<file path="src/rtl/soothe_pkg.sv">
// soothe_pkg: shared state/move types and stress width for the soothe controller.
// Defining SOOTHE_CRY_WEIGHT_EN doubles the cry weight and widens the stress by one bit.
package soothe_pkg;

    typedef enum logic [2:0] {IDLE, SETTLE, MEASURE, DECIDE, ADJUST, FAULT} state_t;
    typedef enum logic [1:0] {A_DOWN, F_UP, F_DOWN} move_t;

    function automatic int stress_w(input int sensor_w);
`ifdef SOOTHE_CRY_WEIGHT_EN
        return sensor_w + 2;
`else
        return sensor_w + 1;
`endif
    endfunction

    function automatic move_t next_move(input move_t m);
        return m == A_DOWN ? F_UP : m == F_UP ? F_DOWN : A_DOWN;
    endfunction

endpackage

</file>
<file path="src/rtl/soothe_accum.sv">
// soothe_accum: counts discarded settle samples, then sums per-sample stress over one window.
// SOOTHE_CRY_WEIGHT_EN selects 2*cry_level+heart_rate as the per-sample stress.
module soothe_accum
    import soothe_pkg::*;
#(
    parameter int SENSOR_W       = 8,
    parameter int AVG_LOG2       = 2,
    parameter int SETTLE_SAMPLES = 4
) (
    input  logic                                 clk,
    input  logic                                 reset,
    input  logic                                 clear,
    input  logic                                 settle,
    input  logic                                 measure,
    input  logic                                 sample_valid,
    input  logic [SENSOR_W-1:0]                  cry_level,
    input  logic [SENSOR_W-1:0]                  heart_rate,
    output logic                                 settle_done,
    output logic                                 measure_done,
    output logic [stress_w(SENSOR_W)+AVG_LOG2-1:0] sum
);

    localparam int STRESS_W = stress_w(SENSOR_W);
    localparam int ACC_W    = STRESS_W + AVG_LOG2;
    localparam int NSAMP    = 1 << AVG_LOG2;
    localparam int CNT_MAX  = SETTLE_SAMPLES > NSAMP ? SETTLE_SAMPLES : NSAMP;
    localparam int CNT_W    = $clog2(CNT_MAX + 1);
    localparam logic [CNT_W-1:0] SETTLE_LAST = CNT_W'(SETTLE_SAMPLES - 1);
    localparam logic [CNT_W-1:0] MEAS_LAST   = CNT_W'(NSAMP - 1);

    logic [CNT_W-1:0]    cnt;
    logic [STRESS_W-1:0] stress;

`ifdef SOOTHE_CRY_WEIGHT_EN
    assign stress = {1'b0, cry_level, 1'b0} + STRESS_W'(heart_rate);
`else
    assign stress = STRESS_W'(cry_level) + STRESS_W'(heart_rate);
`endif

    assign settle_done  = settle && sample_valid && cnt == SETTLE_LAST;
    assign measure_done = measure && sample_valid && cnt == MEAS_LAST;

    // sum keeps the finished window through DECIDE and is zeroed as MEASURE begins
    always_ff @(posedge clk or negedge reset) begin
        if (!reset) begin
            cnt <= '0;
            sum <= '0;
        end else if (clear || settle_done) begin
            cnt <= '0;
            sum <= '0;
        end else if ((settle || measure) && sample_valid) begin
            cnt <= measure_done ? '0 : cnt + 1'b1;
            if (measure) sum <= sum + ACC_W'(stress);
        end
    end

endmodule

</file>
<file path="src/rtl/soothe_controller.sv">
// soothe_controller: hill-climbing rocking controller that lowers measured stress by stepping amp/freq.
// Build option SOOTHE_CRY_WEIGHT_EN weights cry_level double in the stress measurement.
module soothe_controller
    import soothe_pkg::*;
#(
    parameter int SENSOR_W       = 8,
    parameter int LEVEL_W        = 3,
    parameter int AVG_LOG2       = 2,
    parameter int SETTLE_SAMPLES = 4,
    parameter int MAX_FAILS      = 7,
    parameter int INIT_AMP       = 4,
    parameter int INIT_FREQ      = 4
) (
    input  logic                clk,
    input  logic                reset,
    input  logic                sample_valid,
    input  logic                enable,
    input  logic [SENSOR_W-1:0] cry_level,
    input  logic [SENSOR_W-1:0] heart_rate,
    input  logic                err_clear,
    output logic [LEVEL_W-1:0]  amp,
    output logic [LEVEL_W-1:0]  freq,
    output logic                stress_down,
    output logic                at_rest,
    output logic                busy,
    output logic                error
);

    localparam int ACC_W  = stress_w(SENSOR_W) + AVG_LOG2;
    localparam int FAIL_W = $clog2(MAX_FAILS + 1);
    localparam logic [FAIL_W-1:0]  FAIL_LAST = FAIL_W'(MAX_FAILS - 1);
    localparam logic [LEVEL_W-1:0] AMP0      = LEVEL_W'(INIT_AMP);
    localparam logic [LEVEL_W-1:0] FREQ0     = LEVEL_W'(INIT_FREQ);

    state_t              state, state_n;
    move_t               ptr, ptr_n;
    logic [LEVEL_W-1:0]  amp_n, freq_n, amp_mv, freq_mv;
    logic [FAIL_W-1:0]   fails, fails_n;
    logic [ACC_W-1:0]    sum, baseline, baseline_n;
    logic                base_ok, base_ok_n, sd_n, rest_n;
    logic                settle_done, measure_done;

    soothe_accum #(
        .SENSOR_W      (SENSOR_W),
        .AVG_LOG2      (AVG_LOG2),
        .SETTLE_SAMPLES(SETTLE_SAMPLES)
    ) u_accum (
        .clk         (clk),
        .reset       (reset),
        .clear       (!enable || state == IDLE || state == FAULT),
        .settle      (state == SETTLE),
        .measure     (state == MEASURE),
        .sample_valid(sample_valid),
        .cry_level   (cry_level),
        .heart_rate  (heart_rate),
        .settle_done (settle_done),
        .measure_done(measure_done),
        .sum         (sum)
    );

    assign busy  = state != IDLE && state != FAULT;
    assign error = state == FAULT;

    always_comb begin
        amp_mv  = (ptr == A_DOWN && amp != '0) ? amp - 1'b1 : amp;
        freq_mv = (ptr == F_UP && freq != '1) ? freq + 1'b1 :
                  (ptr == F_DOWN && freq != '0) ? freq - 1'b1 : freq;
    end

    always_comb begin
        state_n    = state;
        amp_n      = amp;
        freq_n     = freq;
        ptr_n      = ptr;
        fails_n    = fails;
        baseline_n = baseline;
        base_ok_n  = base_ok;
        sd_n       = 1'b0;
        rest_n     = 1'b0;
        if (state != FAULT && !enable) begin
            state_n    = IDLE;
            fails_n    = '0;
            baseline_n = '0;
            base_ok_n  = 1'b0;
        end else begin
            case (state)
                IDLE:    state_n = SETTLE;
                SETTLE:  state_n = settle_done ? MEASURE : SETTLE;
                MEASURE: state_n = measure_done ? DECIDE : MEASURE;
                DECIDE: begin
                    state_n    = ADJUST;
                    baseline_n = sum;
                    base_ok_n  = 1'b1;
                    if (base_ok && sum < baseline) begin
                        sd_n    = 1'b1;
                        fails_n = '0;
                    end else if (base_ok && fails == FAIL_LAST) begin
                        state_n    = FAULT;
                        fails_n    = fails + 1'b1;
                        baseline_n = baseline;
                        amp_n      = '0;
                        freq_n     = '0;
                    end else if (base_ok) begin
                        fails_n = fails + 1'b1;
                        ptr_n   = next_move(ptr);
                    end
                end
                ADJUST: begin
                    state_n = SETTLE;
                    amp_n   = amp_mv;
                    freq_n  = freq_mv;
                    // fully at rest: restart the search from scratch
                    if (amp_mv == '0 && freq_mv == '0) begin
                        rest_n     = 1'b1;
                        ptr_n      = A_DOWN;
                        fails_n    = '0;
                        baseline_n = '0;
                        base_ok_n  = 1'b0;
                    end
                end
                FAULT: begin
                    if (err_clear) begin
                        state_n    = IDLE;
                        amp_n      = AMP0;
                        freq_n     = FREQ0;
                        ptr_n      = A_DOWN;
                        fails_n    = '0;
                        baseline_n = '0;
                        base_ok_n  = 1'b0;
                    end
                end
                default: state_n = IDLE;
            endcase
        end
    end

    always_ff @(posedge clk or negedge reset) begin
        if (!reset) begin
            state       <= IDLE;
            amp         <= AMP0;
            freq        <= FREQ0;
            ptr         <= A_DOWN;
            fails       <= '0;
            baseline    <= '0;
            base_ok     <= 1'b0;
            stress_down <= 1'b0;
            at_rest     <= 1'b0;
        end else begin
            state       <= state_n;
            amp         <= amp_n;
            freq        <= freq_n;
            ptr         <= ptr_n;
            fails       <= fails_n;
            baseline    <= baseline_n;
            base_ok     <= base_ok_n;
            stress_down <= sd_n;
            at_rest     <= rest_n;
        end
    end

endmodule
</file>
<file path="config.mk">
export PLATFORM = sky130hd
export DESIGN_NAME = soothe_controller
export DESIGN_NICKNAME = d
export VERILOG_FILES = /design/src/rtl/soothe_pkg.sv /design/src/rtl/soothe_accum.sv /design/src/rtl/soothe_controller.sv
export SDC_FILE = /design/constraint.sdc
export NUM_CORES = 1
export LEC_CHECK = 0
export CAP_MARGIN = 0
export CORE_UTILIZATION = 30
export DETAILED_ROUTE_END_ITERATION = 8
export HOLD_SLACK_MARGIN = 0.08
export PLACE_DENSITY = 0.59
export RECOVER_POWER = 100
export SLEW_MARGIN = 10
export SYNTH_ARGS = -nofsm -noshare
export SYNTH_HDL_FRONTEND = slang
export SYNTH_SLANG_ARGS = --single-unit
</file>
<file path="constraint.sdc">
create_clock -name clk -period 5.1 [get_ports clk]
set_input_delay 0.51 -clock clk [delete_from_list [all_inputs] [get_ports clk]]
set_output_delay 0.51 -clock clk [all_outputs]
set_load 0.05 [all_outputs]
</file>
# After elaboration in Yosys (flattened, before gate mapping)
# Cells that the tools add are included.
# op_classes
n_eq_ne	21
add_sub_neg	7
magnitude_cmp	1
n_reduce_logical	36
bitwise_logic	1
div	0
mux	51
mul	0
n_shift	0
# op_table
op	n
two-way mux 11 bit	8
two-way mux 3 bit	16
one-hot mux 11 bit (3 select lines)	1
one-hot mux 3 bit (3 select lines)	3
two-way mux 2 bit	8
one-hot mux 3 bit (5 select lines)	1
logical AND 1 bit	13
two-way mux 1 bit	12
inequality test 2 bit, second input constant	6
nonzero test 3 bit	4
adder 11 x 9 -> 11 bit	1
< comparator 11 bit	1
adder 3 x 1 -> 3 bit, second input constant	3
adder 8 x 8 -> 9 bit	1
equality test 3 x 2 -> 1 bit, second input constant	3
equality test 3 bit, second input constant	3
logical NOT 3 bit	3
inequality test 3 bit, second input constant	3
AND reduction 4 bit	2
AND reduction 7 bit	1
one-hot mux 2 bit (3 select lines)	1
subtractor 3 x 1 -> 3 bit, second input constant	2
inequality test 5 bit, second input constant	1
AND reduction 5 bit	1
15 further kinds	19
# word_totals
elab_cells	128
input_bits	21
romBits	0
latch_bits	0
out_inout_bits	10
ramBits	0
memories	0
ff_bits	42

# Logic depth before layout (Yosys ltp)
# depth
ltp_word	9
mapped_depth	11
depth_no_buf	11

# Modules after synthesis
# From an unflattened synthesis, not the netlist that was laid out.
# hier_totals
hier_cells	334
area_unflattened_um2	3078.0
# by_module_without_submodules
mod	seq_area_each_um2	instances	cells_per_inst	area_per_inst_um2
soothe_controller	703.2	1	215	1949.4
soothe_accum	350.3	1	119	1128.6

# Worst setup path before layout
# No wires, ideal clock.
# synth_timing
path_kind	input -> register
from	in cry_level[1]
to	reg u_accum.sum[9]
required_time_ns	4.978
setup_ns	0.122
slack_ns	2.491
path_buffers	0
arrival_ns	2.487
cell_stages	11
cell_sequence	fa_1 -> ha_1 -> inv_1 -> fa_1 -> nor2b_1 -> o21ai_0 -> a21oi_1 -> o21ai_0 -> a21oi_1 -> mux2i_1 -> nand2_1
# synth_via
elab_chain_cells	5
# synth_lines
item	line	source
start, declared	soothe_controller.sv:18	input logic [SENSOR_W-1:0] cry_level,
adder 8 x 8 -> 9 bit	soothe_accum.sv:37	assign stress = STRESS_W'(cry_level) + STRESS_W'(heart_rate);
adder 11 x 9 -> 11 bit	soothe_accum.sv:53	if (measure) sum <= sum + ACC_W'(stress);
two-way mux 11 bit	soothe_accum.sv:53	
two-way mux 11 bit	soothe_accum.sv:51	end else if ((settle || measure) && sample_valid) begin
two-way mux 11 bit	soothe_accum.sv:48	end else if (clear || settle_done) begin
end signal, assigned	soothe_accum.sv:53	
end, declared	soothe_accum.sv:20	output logic [stress_w(SENSOR_W)+AVG_LOG2-1:0] sum
# No other way between the ends. The select of a mux whose other input is x is not followed.
# A chain may end at the register's enable or synchronous reset.

# Final worst setup path
# Same ends and word-level chain as after synthesis.

==> flow_metrics.env <==
export IMPL_met3_usage_pct=1.85
export IMPL_synthArstFlopShare_pct=100
export IMPL_dp_hpwl_mm=4.71
export IMPL_min_period_ns=3.09
export IMPL_grt_pass1_wl_mm=10.9
export IMPL_clk_latency_ns=0.30
export IMPL_synth_area_leaders="dfrtp_1, ha_1, fa_1"
export IMPL_seq_area_frac_synth_pct=34.9
export IMPL_worst_pin_slew_ns=2.30
export IMPL_drtAntennaViolNets=0
export IMPL_yosysTopAreaCellShare_pct=33.2
export IMPL_grt_overflow=0
export IMPL_finClkSkew_ns=0.00434
export IMPL_cts_resized_gates=0
export IMPL_path_delay_family="adder cells"
export IMPL_seqPwrFrac_pct=45.3
export IMPL_cts_root_buffer="clkbuf_8"
export IMPL_grt_antenna_before_repair=0
export IMPL_diodes=0
export IMPL_ys_ff_latch=42
export IMPL_endpoint_kind="flip-flop"
export IMPL_route_detailed_drc=0
export IMPL_drv_slew=53
export IMPL_tns_ns=0
export IMPL_place_congestion=0.819
export IMPL_final_cell_mix="dfrtp_1, inv_1, nor2_1, nand2_1, ha_1"
export IMPL_synth_ff_type="dfrtp_1"
export IMPL_swShare_pct=29.8
export IMPL_worstSetupStartpointType="primary input"
export IMPL_routed_via_density=4.94
export IMPL_syn_to_final_growth_pct=16.4
export IMPL_final_period_utilization_pct=60.7
export IMPL_hold_viol=0
export IMPL_synth_avg_cell_area_sq_um=9.26
export IMPL_io_pins=31
export IMPL_worstPathMaxFanout=2
export IMPL_yosys_cell_types_count=58
export IMPL_row_count=36
export IMPL_p_switching_mw=0.238
export IMPL_fmax_ghz=0.323
export IMPL_nNetsFinal=411
export IMPL_cap_violations=2
export IMPL_crit_slowest_cell="dlygate4sd3_1"
export IMPL_syn_inst=326
export IMPL_synth_top_area_cell="dfrtp_1"
export IMPL_cts_tree="built"
export IMPL_ys_warn_count=0
export IMPL_crit_type="primary input to flip-flop"
export IMPL_grt_pass1_vias=2272
export IMPL_arrival_ns=3.28
export IMPL_postCtsSetupBuffers=0
export IMPL_fp_dieW_microns=102
export IMPL_cp_required_ns=5.29
export IMPL_totalWireLength_mm=6.23
export IMPL_critPathMaxStageDelay_ns=0.56
export IMPL_crit_chain="dlygate4sd3_1 -> fa_1 -> ha_1 -> inv_1 -> fa_1 -> nor2b_1 -> o21ai_0 -> a21oi_1 -> o21ai_0 -> a21oi_1 -> mux2i_1 -> nand2_1"
export IMPL_die_h_microns=102
export IMPL_setup_viol=0
export IMPL_clock_path_buffers=2
export IMPL_start_util_pct=30.9
export IMPL_dieArea_sq_mm=0.0105
export IMPL_final_common_cell="dfrtp_1"
export IMPL_finalPower_mw=0.799
export IMPL_htree_levels=2
export IMPL_cts_buffers=5
export IMPL_hold_slack_ns=0.482
export IMPL_clk_pin_slew_worst_paths_ns=0.08
export IMPL_grt_setup_unrepaired="false"
export IMPL_synth_nets=383
export IMPL_p_leak_nw=1.54
export IMPL_dr_pass1_iters=4
export IMPL_p_comb_share_pct=21.3
export IMPL_num_vias=2413
export IMPL_max_slew_margin_pct=-53.1
export IMPL_grtUsageMet1_pct=18.6
export IMPL_met2_usage_pct=20.5
export IMPL_p_int_mw=0.561
export IMPL_syn_area_sq_mm=0.00302
export IMPL_cts_sinks=42
export IMPL_status="finished with violations"
export IMPL_clockPowerShare_pct=33.4
export IMPL_ctsHoldBuffers=0
export IMPL_first_iter_violations=94
export IMPL_violations="max-capacitance violations, max-slew violations"
export IMPL_grt_max_degree=43
export IMPL_drive_gt1_share_pct=4.79
export IMPL_numPortBuffers=30
export IMPL_hold_path_class="flip-flop to flip-flop"
export IMPL_busiest_layer="met2"
export IMPL_power_density_mw_per_mm2=228
export IMPL_synth_edf_count=0
export IMPL_grtUsageTotal_pct=13.0
export IMPL_ir_worst_vdd_mv=0.101
export IMPL_worst_path_buf_inv=2
export IMPL_coreArea_sq_mm=0.00977
export IMPL_wl_per_cell_microns=12.8
path summary, 6_finish.rpt:
kind,cells after the start,from,slack [ns],endpoint
min reg2reg,1,u_accum.cnt[0],0.48,u_accum.cnt[0]
min in group asynchronous,1,reset,0.88,at_rest
max,12,cry_level[1],2.01,u_accum.sum[9]
max in group asynchronous,1,reset,2.90,baseline[5]
max reg2reg,9,freq[0],2.09,baseline[9]
min,1,u_accum.cnt[0],0.48,u_accum.cnt[0]
area by class of cell:
cell class / instances / area, sq um
fill: 1014 / 6260
multi-input combinational: 243 / 1770
sequential: 42 / 1050
timing repair buffer: 31 / 302
tap: 133 / 166
inverter: 31 / 116
clock buffer: 5 / 68.8
clock inverter: 3 / 40.0
flip-flops by register name, indices dropped and copies added (netlist names):
register and cells:
baseline 11, amp 3, stress_down 1, state 3, u_accum.sum 11, at_rest 1
fails 3, u_accum.cnt 3, base_ok 1, freq 3, ptr 2
cells by family (layout without fill, tap and decap cells):
logic type / Yosys count / after routing / share of synthesized area (%)
DFF: 42 / 42 / 34.9
muxes: 9 / 9 / 3.07
xor gates and xnor gates: 5 / 5 / 1.45
AOI/OAI and AO/OA: 85 / 85 / 19.6
adders and majority gates: 36 / 36 / 17.2
buffers and inverters: 41 / 70 / 5.80
and+or+nand+nor: 108 / 108 / 18.0
stage by stage:
stage | cell area, sq um | util (%) | cells | setup WS (ns)
3_5_place_dp | 3430 | 35.1 | 480 | 1.84
6_report | 3510 | 35.9 | 488 | 2.01
5_1_grt | 3510 | 35.9 | 488 | 1.78
3_3_place_gp | 3430 | 35.1 | 480 | 1.91
2_1_floorplan | 3020 | - | 326 | 2.49
4_1_cts | 3540 | 36.2 | 488 | 2.15
routing by layer:
metal	share of wire [%]	vias to the layer above
met4	0.82	0
met3	1.6	4
met5	0	-
met2	46	23
met1	52	1168
li1	-	1218
power by group through the flow:
stage	clock (mW)	combinational (mW)	sequential, mW
after global placement	0	0.174	0.368
after floorplan	0	0.112	0.377
final	0.267	0.170	0.362
after detailed placement	0	0.178	0.368
after global routing	0.288	0.193	0.365
after CTS	0.272	0.178	0.362
cell usage after synthesis (all sizes together), types with 9 or more instances:
library cell,n
o21ai,19
ha,27
inv,31
a21oi,21
nor2,29
nand2,27
dfrtp,40
fa,9
nand3,10
a22o,11
Power figures use the tool's default switching activity.
